$ cat config.mk
export PLATFORM = sky130hd
export DESIGN_NAME = and2_gate
export DESIGN_NICKNAME = d
export VERILOG_FILES = /design/src/rtl/and_gate_pkg.sv /design/src/rtl/and2_gate_sat_counter.sv /design/src/rtl/and2_gate.sv
export SDC_FILE = /design/constraint.sdc
export NUM_CORES = 1
export LEC_CHECK = 0
export BUFFER_PORTS_ARGS = -buffer_cell sky130_fd_sc_hd__buf_2
export CAP_MARGIN = 20
export CORE_AREA = 2 2 39 41
export CTS_CLUSTER_SIZE = 8
export DETAILED_ROUTE_END_ITERATION = 8
export DIE_AREA = 0 0 41 43
export GPL_TIMING_DRIVEN = 0
export MAX_ROUTING_LAYER = met4
export PLACE_DENSITY = 0.79
export SYNTH_ARGS = -nofsm -noshare
export SYNTH_HDL_FRONTEND = slang
export SYNTH_SLANG_ARGS = --single-unit
$ cat constraint.sdc
create_clock -name clk -period 1.3 [get_ports clk]
set_input_delay 0.13 -clock clk [delete_from_list [all_inputs] [get_ports clk]]
set_output_delay 0.13 -clock clk [all_outputs]
set_load 0.01 [all_outputs]
$ cat src/rtl/and_gate_pkg.sv
// Shared defaults and helpers for the and2_gate primitive and its hit counter.
package and_gate_pkg;

  localparam int unsigned DEF_WIDTH = 1;
  localparam int unsigned DEF_CNT_W = 8;

  // All-ones value of a w-bit counter; computed in 64 bits so w=32 does not overflow.
  function automatic logic [63:0] SAT_MAX(input int unsigned w);
    return (64'd1 << w) - 64'd1;
  endfunction

endpackage

$ cat src/rtl/and2_gate_sat_counter.sv
// Saturating up-counter with synchronous active-high clear.
module sat_counter
  import and_gate_pkg::*;
#(
  parameter int unsigned CNT_W = DEF_CNT_W
) (
  input  logic             clk,
  input  logic             rst,
  input  logic             inc,
  output logic [CNT_W-1:0] cnt
);

  localparam logic [CNT_W-1:0] MaxCnt = CNT_W'(SAT_MAX(CNT_W));

  logic [CNT_W-1:0] cnt_q;
  logic [CNT_W-1:0] cnt_d;

  always_comb begin
    cnt_d = cnt_q;
    if (inc && (cnt_q != MaxCnt)) begin
      cnt_d = cnt_q + CNT_W'(1);
    end
  end

  always_ff @(posedge clk) begin
    if (rst) begin
      cnt_q <= '0;
    end else begin
      cnt_q <= cnt_d;
    end
  end

  assign cnt = cnt_q;

endmodule

$ cat src/rtl/and2_gate.sv
// Bitwise two-input AND with a registered, valid-tagged copy and an all-ones hit counter.
module and2_gate
  import and_gate_pkg::*;
#(
  parameter int unsigned WIDTH = DEF_WIDTH,
  parameter int unsigned CNT_W = DEF_CNT_W
) (
  input  logic             clk,
  input  logic             rst,
  input  logic [WIDTH-1:0] A,
  input  logic [WIDTH-1:0] B,
  input  logic             in_valid,
  output logic [WIDTH-1:0] Y,
  output logic [WIDTH-1:0] Y_q,
  output logic             out_valid,
  output logic             Y_ALL,
  output logic [CNT_W-1:0] HIT_CNT
);

  logic hit;

  // Purely combinational path; independent of clock and reset.
  assign Y = A & B;

  always_ff @(posedge clk) begin
    if (rst) begin
      Y_q       <= '0;
      out_valid <= 1'b0;
    end else if (in_valid) begin
      Y_q       <= Y;
      out_valid <= 1'b1;
    end else begin
      out_valid <= 1'b0;
    end
  end

  assign Y_ALL = &Y_q;

  // Reset inside the counter takes priority, so a sample coincident with rst is dropped.
  assign hit = in_valid & (&Y);

  sat_counter #(
    .CNT_W (CNT_W)
  ) u_hit_cnt (
    .clk (clk),
    .rst (rst),
    .inc (hit),
    .cnt (HIT_CNT)
  );

endmodule

# Word level (Yosys, flattened, before mapping)
# Cells that the tools add are included.
word_totals:
  ff_bits: 10
  in_bits: 5
  output_inout_bits: 12
  word_cells: 9
classes:
  bitwise_logic: 2
  mux: 1
  eq_ne: 1
  reduce_logical: 1
  n_addsub: 1
ops:
  columns: ["operator", "count"]
  rows:
  - ["$add A8 B1 Y8 const B", 1]
  - ["$ne A8 B8 Y1 const B", 1]
  - ["$and A1 B1 Y1", 2]
  - ["$logic_and A1 B1 Y1", 1]
  - ["$mux W1", 1]

# Depth between registers and ports, before layout
# Gate-level depths: netlist (run 1).
depth:
  depth_word: 3
  depth_mapped: 4
  depth_no_buf: 4

# Cells and area by module
# Synthesis (run 1) repeated with hierarchy kept, for this count alone.
unflattened:
  cells_unflattened: 54
  hier_area_um2: 521.8
by_module_without_submodules:
  columns: ["module", "area_per_inst_um2", "seq_area_each_um2", "cells_per_inst", "instances"]
  rows:
  - ["sat_counter", 430.4, 160.2, 46, 1]
  - ["and2_gate", 91.3, 40.0, 8, 1]

# Least setup slack after synthesis (run 1)
# OpenSTA, ideal clock, no wires.
synth_timing:
  kind: "register to register"
  startpoint: "register u_hit_cnt.cnt_q[0] (netlist: u_hit_cnt.cnt[0])"
  endpoint: "register u_hit_cnt.cnt_q[0] (netlist: u_hit_cnt.cnt[0])"
  path_buffers: 0
  t_required_ns: 1.179
  arrival_time_ns: 1.246
  period_less_slack_ns: 1.367
  path_stages_with_launch: 5
  setup_time_ns: 0.121
  path_slack_ns: -0.067
  path_cell_list: "dfxtp_1 -> ha_1 -> and3_4 -> a21oi_2 -> mux2_4"
synth_between:
  elab_chain_len: 2
  elab_cells_between_ends: 3
synth_lines:
  columns: ["item", "line", "text"]
  rows:
  - ["start, declared", "and2_gate_sat_counter.sv:15", "logic [CNT_W-1:0] cnt_q;"]
  - ["start signal, assigned", "and2_gate_sat_counter.sv:29", "cnt_q <= cnt_d;"]
  - ["branches (longest 2 deep; another with $add A8 B1 Y8)", null, null]
# Several ways; the timed one is not identified.
# A chain may end at the register's enable or synchronous reset.

# Worst setup path after layout (run 1)
layout_timing:
  startpoint: "register u_hit_cnt.cnt_q[1] (netlist: u_hit_cnt.cnt[1])"
  endpoint: "register u_hit_cnt.cnt_q[0] (netlist: u_hit_cnt.cnt[0])"
layout_between:
  elab_chain_len: 2
layout_lines:
  columns: ["item", "line", "text"]
  rows:
  - ["$ne A8 B8 Y1", "and2_gate_sat_counter.sv:20", "if (inc && (cnt_q != MaxCnt)) begin"]
  - ["$logic_and A1 B1 Y1", "and2_gate_sat_counter.sv:20", null]
# Every way passes these cells.

==> impl_results.md, run 1 <==
* Layout Nets at 84
* Number of H-tree levels at 1
* Detailed Routing Iterations Pass 1 at 4
* Worst-path cell chain: ha_4 -> and3_4 -> a21oi_4 -> mux2_4
* Global-route wire length before repair at between 1.5 and 2 mm
* Die area at between 1500 and 2000 um^2
* Crit. End Element: flip-flop
* CP Data Required Time at around 1500 ps
* Max clock buf depth at 2
* Startpoint Class: flip-flop
* Hold Path End: out_valid
* Cell Rows at 14
* Placed cell count at 88
* Worst r2r dst: u_hit_cnt.cnt[0]
* Vias in the first global route at ~430
* Crit Path Max Fanout at 4
* Psw at 136 uW
* CTS tree: built
* Relative slew margins at between 70 and 80%
* Switching part of the total at between 20% and 30%
* Period utilization at just under 100%
* Core area at roughly 1400 um^2
* Achievable frequency at between 700 and 800 MHz
* Final wirelength at approximately 1.2 mm
* Worst-case clock skew at 7.36 ps
* Status: completed
* Clock-pin slew on the worst setup and hold paths at around 60 ps
* GRT Residual Overflow at 0
* Area delta synth->final at 29.2%
* Register-to-register setup slack at about 19 ps
* Slew Viols, Final at 0
* Area post-placement at 653 um^2
* # IOs at 17
* Critical Path AT at between 1000 and 1500 ps
* Top cell type's share of synthesized area at between 30 and 40%
* Pwr dens at 834 nW/um^2
* Final HPWL from detailed placement at 838 um
* Worst-Margin Slew at between 400 and 500 ps
* Slowest stage cell on the critical path: dfxtp_4
* Yosys reg bits at 10
* Peak VDD IR at approximately 0.64 mV
* CP Class: reg2reg
* Die height at about 43 um
* Crit-path max cell delay at about 360 ps
* Seq pwr share at between 50% and 60%
* Number of remaining DRC errors at 0
* Syn Nets at between 60 and 70
* Mapped Cells at between 50 and 60
* Reg2reg path depth at 4
* Total internal power at approximately 450 uW
* Via Count at approximately 500
* CTS Hold Bufs at 0
* Starting DRT DRC Count at 8
* Hold Path Stages at 2
* Initial Util at 39.1%
* Vias/cell at approximately 5.5
* Antenna fix cells at 0
* Comb pwr share at between 9 and 10%
* Clock Power Share at a little over a third
* Hold Path Origin: in_valid
* Worst Hold Class: in2reg
* Synth warn at 0
* Total CTS buffers at 3
* Total GRT Usage at 15.5%
* Synth top area cells: dfxtp_1 37%, mux2_4 8.3%, a21oi_1 5.6%
* Antenna-violating nets left at 0
* Initial antenna violation count at 0
* Share of layout cells above drive strength 1 at between 40% and 50%
* Average size of a mapped cell at ~9.7 um^2
* # Max-Cap Violations at 0
* Final setup violation count at 0
* Synthesized area at ~540 um^2
* CTS sink count at 10
* IO buf count at 16
* Leak at 0.000309 uW
* Worst-skew pair later-pin latency at 270 ps
* Final Hold Vio Count at 0
* Unrepaired setup endpoints after global routing: yes
* Non-filler cells in the finished layout at 92
* Die width at around 40 um
* Largest net degree at the start of global routing at 11
* Final Power at 582 uW
* Yosys cell types at 27
* Reg2reg start: u_hit_cnt.cnt[1]
* Root buf cell: clkbuf_4
* Yosys top cell by area: dfxtp_1
* Fin crit period at between 1000 and 1500 ps
* Fill count at between 100 and 150
* Most frequent cells in the layout: 16 x buf_2, 7 x dfxtp_1, 6 x a21oi_1
* Commonest non-fill, non-tap cell in the layout: buf_2
* Wirelength per Cell at about 13 um
* Seq/Total Area, Yosys at between 30% and 40%
* Design Area, Final at approximately 700 um^2
* RePlAce Congestion at roughly 0.73
[power by group through the flow]
stage / Combinational [uW] / Sequential, uW / Clock, uW
2_1_floorplan: 29.7 / 325 / 0
3_3_place_gp: 52.5 / 322 / 0
3_5_place_dp: 53.1 / 322 / 0
4_1_cts: 57.0 / 314 / 217
5_1_grt: 63.3 / 314 / 232
6_report: 57.4 / 314 / 211
[layer usage]
metal	vias to the layer above	GRT usage (%)	routed length, um
met4	0	10.0	41
met5	-	-	0
met2	19	21.6	535
met3	4	7.85	91
li1	251	-	-
met1	230	16.6	510
[how the worst max path moves through the flow]
stage	from	end
floorplan	u_hit_cnt.cnt[0]	u_hit_cnt.cnt[0]
global placement	u_hit_cnt.cnt[0]	u_hit_cnt.cnt[0]
detailed placement	u_hit_cnt.cnt[0]	u_hit_cnt.cnt[0]
CTS	u_hit_cnt.cnt[1]	u_hit_cnt.cnt[6]
global route	u_hit_cnt.cnt[1]	u_hit_cnt.cnt[0]
finish	u_hit_cnt.cnt[1]	u_hit_cnt.cnt[0]
[synthesized netlist by cell type]
cell type and n:
a211oi_1 1, a21oi_1 6, a21oi_2 1, a311oi_1 1
a41oi_1 1, and2_1 1, and3_1 2, and3_4 2
and4_1 3, buf_4 1, buf_6 1, clkbuf_1 1
dfxtp_1 10, ha_1 1, inv_1 1, mux2_4 3
mux2i_1 1, nand2_1 2, nand2b_1 3, nand3_1 2
nand4_1 1, nand4_2 1, nor2_1 2, nor2b_1 3
nor3_1 3, o2111a_1 1, o21a_1 1
[registers in the layout (all words and copies together), names as in the netlist]
name / flops
u_hit_cnt.cnt: 8
Y_ALL: 1
out_valid: 1
[cell families (layout without fill, tap and decap cells)]
| kind of cell | count (synthesis) | in the layout | synth area share (%) |
|---|---|---|---|
| AND/OR/NAND/NOR | 25 | 25 | 30.3 |
| AO/OA/AOI/OAI | 12 | 12 | 15.3 |
| flip-flops | 10 | 10 | 37.0 |
| multiplexers | 4 | 4 | 10.2 |
| buffers and inverters | 4 | 24 | 4.86 |
| adder cells (fa/ha/maj) | 1 | 1 | 2.31 |
[cell type report]
class,count,area (um^2),area share [%]
buffer,3,22.5,3.23
clock buffer,3,22.5,3.23
inverter,1,3.75,0.538
multi-input combinational,42,335,48.0
sequential,10,206,29.6
tap,16,20.0,2.87
timing repair buffer,17,87.6,12.5
[stage by stage]
step / setup TNS [ps] / utilization, % / setup WS (ps) / hold slack, ps
global route: -6.07 / 50.5 / -6.07 / 151
CTS: 0 / 49.4 / 3.90 / 123
detailed placement: -15.8 / 47.2 / -14.8 / 399
global placement: -10.6 / 47.2 / -10.6 / 386
floorplan: 0 / - / 1.39 / 258
finish: 0 / 50.5 / 18.7 / 125
[critical path: cells and delay by family, from the launching register on]
| kind | cells | cell delay, ps |
|---|---|---|
| adders and majority gates | 1 | 160 |
| muxes | 1 | 310 |
| DFF | 1 | 360 |
| and+or+nand+nor | 1 | 200 |
| AOI/OAI and AO/OA | 1 | 150 |
[what timing repair did]
action / CTS / global route
buffers inserted: 1 / 0
endpoints found under the hold margin: 0 / 0
gates resized for setup: 0 / 4
pin swaps: 1 / 1
endpoints found under the setup margin: 2 / 2
(Power assumes the default switching activity.)
==> run 2: changes to the inputs <==
--- a/config.mk
+++ b/config.mk
@@ -5,15 +5,17 @@
 export SDC_FILE = /design/constraint.sdc
 export NUM_CORES = 1
 export LEC_CHECK = 0
+export ABC_AREA = 1
 export BUFFER_PORTS_ARGS = -buffer_cell sky130_fd_sc_hd__buf_2
 export CAP_MARGIN = 20
 export CORE_AREA = 2 2 39 41
+export CTS_CLUSTER_DIAMETER = 120
 export CTS_CLUSTER_SIZE = 8
 export DETAILED_ROUTE_END_ITERATION = 8
 export DIE_AREA = 0 0 41 43
 export GPL_TIMING_DRIVEN = 0
 export MAX_ROUTING_LAYER = met4
-export PLACE_DENSITY = 0.79
+export PLACE_DENSITY = 0.77
 export SYNTH_ARGS = -nofsm -noshare
 export SYNTH_HDL_FRONTEND = slang
 export SYNTH_SLANG_ARGS = --single-unit
==> run 2 against run 1 <==
First-iteration DRC count grew 50%. Via count grew 7.1%. Final cell count grew 23%. Critical path depth increased by 2. Clock skew is 6.6 ps lower. Non-clock buffer count shrank 1. Largest cell class unchanged.
==> impl_results.md, run 2 <==
* Fin crit period at 1180 ps (was 1280 ps)
* Seq/Total Area, Yosys at 39.3% (was 37.0%)
* Unrepaired setup endpoints after global routing: no (was yes)
* End point of the critical path: u_hit_cnt.cnt[6] (was u_hit_cnt.cnt[0])
* Synth warn at 0 (unchanged)
* Status: completed (unchanged)
* RePlAce Congestion at 0.763 (was 0.734)
* Worst-skew pair later-pin latency at 260 ps (was 270 ps)
* Crit Path Max Fanout at 4 (unchanged)
* Register-to-register setup slack at 120 ps (was 20 ps)
* Antenna fix cells at 0 (unchanged)
* Critical Path AT at 1320 ps (was 1430 ps)
* Number of H-tree levels at 1 (unchanged)
* Leak at 0.000322 uW (was 0.000309 uW)
* Worst-path cell chain: ha_4 -> nand3_1 -> nor2_1 -> nand2_1 -> nor3_1 -> nor2_1 (was ha_4 -> and3_4 -> a21oi_4 -> mux2_4)
* Core area at 1380 um^2 (unchanged)
* Top cell type's share of synthesized area at 39.3% (was 37.0%)
* Non-filler cells in the finished layout at 113 (was 92)
* Setup crit start: u_hit_cnt.cnt[1] (unchanged)
* Global-route wire length before repair at 1.78 mm (was 1.73 mm)
* Met2 Wirelength at 557 um (was 535 um)
* Worst-Margin Slew at 234 ps (was 416 ps)
* # Max-Cap Violations at 0 (unchanged)
* Yosys top cell by area: dfxtp_1 (unchanged)
* IO buf count at 16 (unchanged)
* Slew Viols, Final at 0 (unchanged)
* Slowest stage cell on the critical path: dfxtp_4 (unchanged)
* Startpoint Class: flip-flop (unchanged)
* Total GRT Usage at 15.5% (unchanged)
* EDFF count, synth at 0 (unchanged)
* Worst r2r dst: u_hit_cnt.cnt[6] (was u_hit_cnt.cnt[0])
* Fill count at 146 (was 129)
* Worst path bufs/invs at 0 (unchanged)
* Reg2reg start: u_hit_cnt.cnt[1] (unchanged)
* GRT Residual Overflow at 0 (unchanged)
* Layout Nets at 105 (was 84)
* Routed met3 length at 77 um (was 91 um)
* Wirelength per Cell at 9.69 um (was 12.8 um)
* Post-synth ARST share at 0% (unchanged)
* Peak VDD IR at 0.567 mV (was 0.641 mV)
* Commonest register cell after synthesis: dfxtp_1 (unchanged)
* Synth top area cells: dfxtp_1 39%, nand2_1 13%, nor2_1 11% (was dfxtp_1 37%, mux2_4 8.3%, a21oi_1 5.6%)
* Crit-path max cell delay at 370 ps (was 360 ps)
* Max clock buf depth at 2 (unchanged)
* Starting DRT DRC Count at 12 (was 8)
* Via Count at 540 (was 504)
* Final HPWL from detailed placement at 833 um (was 838 um)
* Root buf cell: clkbuf_4 (unchanged)
* Share of layout cells above drive strength 1 at 39.2% (was 44.7%)
* Most common cell in the netlist: nand2_1 (was dfxtp_1)
* Reg2reg path depth at 6 (was 4)
* Die area at 1760 um^2 (unchanged)
* Metal-1 WL at 449 um (was 510 um)
* # IOs at 17 (unchanged)
* Final Hold Vio Count at 0 (unchanged)
* Average size of a mapped cell at 6.70 um^2 (was 9.65 um^2)
* Number of remaining DRC errors at 0 (unchanged)
* Antenna-violating nets left at 0 (unchanged)
* Vias/cell at 4.78 (was 5.48)
* CTS sink count at 10 (unchanged)
* Final setup margin at 124 ps (was 18.7 ps)
* DP Worst Slack at -28.6 ps (was -14.8 ps)
* Die height at 43 um (unchanged)
* Area delta synth->final at 31.2% (was 29.2%)
* Syn Nets at 82 (was 62)
* Largest net degree at the start of global routing at 8 (was 11)
* Worst Hold Class: in2reg (unchanged)
* Most frequent cells in the layout: 17 x nand2_1, 16 x buf_2, 15 x nor2_1, 7 x dfxtp_1 (was 16 x buf_2, 7 x dfxtp_1, 6 x a21oi_1)
* CTS tree: built (unchanged)
* Die width at 41 um (unchanged)
* Placed cell count at 108 (was 88)
* CP Data Required Time at 1440 ps (was 1450 ps)
* Total CTS buffers at 3 (unchanged)
* Vias in the first global route at 447 (was 426)
* Commonest non-fill, non-tap cell in the layout: nand2_1 (was buf_2)
* Final wirelength at 1.10 mm (was 1.18 mm)
* Top cell by count, worst path: nor2_1
* Relative slew margins at 84.3% (was 72.2%)
* Crit. End Element: flip-flop (unchanged)
* Mapped Cells at 76 (was 56)
* Initial Util at 36.8% (was 39.1%)
* Pwr dens at 849 nW/um^2 (was 834 nW/um^2)
* Achievable frequency at 851 MHz (was 780 MHz)
* Cell Rows at 14 (unchanged)
* Period utilization at 90.4% (was 98.6%)
* Yosys cell types at 19 (was 27)
* Max reg flops at 8 (unchanged)
* WP depth at 6 (was 4)
* Cell family with most CP delay: simple AND/OR/NAND/NOR gates (was flip-flops)
* CP Class: reg2reg (unchanged)
* Final setup violation count at 0 (unchanged)
* Initial antenna violation count at 0 (unchanged)
* Worst-case clock skew at 0.715 ps (was 7.36 ps)
* Final Power at 567 uW (was 582 uW)
* Max Used Layer: met4 (unchanged)
* Yosys reg bits at 10 (unchanged)
* Synthesized area at 509 um^2 (was 541 um^2)
* Top post-synthesis cells by count: 17 x nand2_1, 15 x nor2_1, 10 x dfxtp_1 (was 10 x dfxtp_1, 6 x a21oi_1)
* CTS Hold Bufs at 0 (unchanged)
* Detailed Routing Iterations Pass 1 at 4 (unchanged)
* Fin Setup TNS at 0 ps (unchanged)
* Clock-pin slew on the worst setup and hold paths at 60 ps (about the same)
run 2: per-stage QoR:
| stage | util, % | area (um^2) | hold slack (ps) |
|---|---|---|---|
| after floorplan | - | 509 | 199 |
| after global placement | 44.0 | 609 | 374 |
| after detailed placement | 44.0 | 609 | 379 |
| after CTS | 45.9 | 636 | 105 |
| after global routing | 48.3 | 668 | 96.2 |
| final | 48.3 | 668 | 109 |
run 2: worst min-delay path by stage:
stage	start	end	slack, ps	depth (start not counted)
after CTS	rst	out_valid	100	2
final	rst	out_valid	110	2
after detailed placement	rst	out_valid	380	2
after floorplan	rst	Y_ALL	200	1
after global routing	rst	out_valid	100	2
after global placement	rst	Y_ALL	370	2
run 2: layout make-up:
type / instances / area, um^2 / share of cell area, %
clock buffers: 3 / 22.5 / 3.37
repair buffers: 18 / 95.1 / 14.2
well taps: 16 / 20.0 / 3.00
plain buffers: 1 / 7.51 / 1.12
inverters: 10 / 42.5 / 6.37
flip-flops and latches: 10 / 209 / 31.3
multi-input cells: 55 / 272 / 40.6
run 2: cell families (layout without fill, tap and decap cells):
| family | after synthesis | count (layout) | share of synthesized area, % |
|---|---|---|---|
| flops | 10 | 10 | 39.3 |
| compound gates | 6 | 6 | 6.14 |
| buf+inv | 11 | 32 | 9.83 |
| simple gates | 48 | 48 | 42.3 |
| fa+ha+maj | 1 | 1 | 2.46 |
run 2: metal layers:
metal	global-route usage, %	up-vias
met5	-	-
met4	7.33	0
met3	7.85	2
met2	22.2	11
met1	17.2	244
li1	-	283
run 2: repair_timing:
| item | CTS | global route |
|---|---|---|
| pin swaps | 0 | 5 |
| resized for setup | 2 | 6 |
| setup buffers | 0 | 2 |
| cloned | 0 | 0 |
| setup endpoints to repair | 4 | 7 |
run 2: where the power goes:
| group | switching [uW] | internal [uW] |
|---|---|---|
| Sequential | 5.93 | 311 |
| Clock | 91.6 | 106 |
| Combinational | 29.4 | 23.5 |
| Total | 127 | 441 |
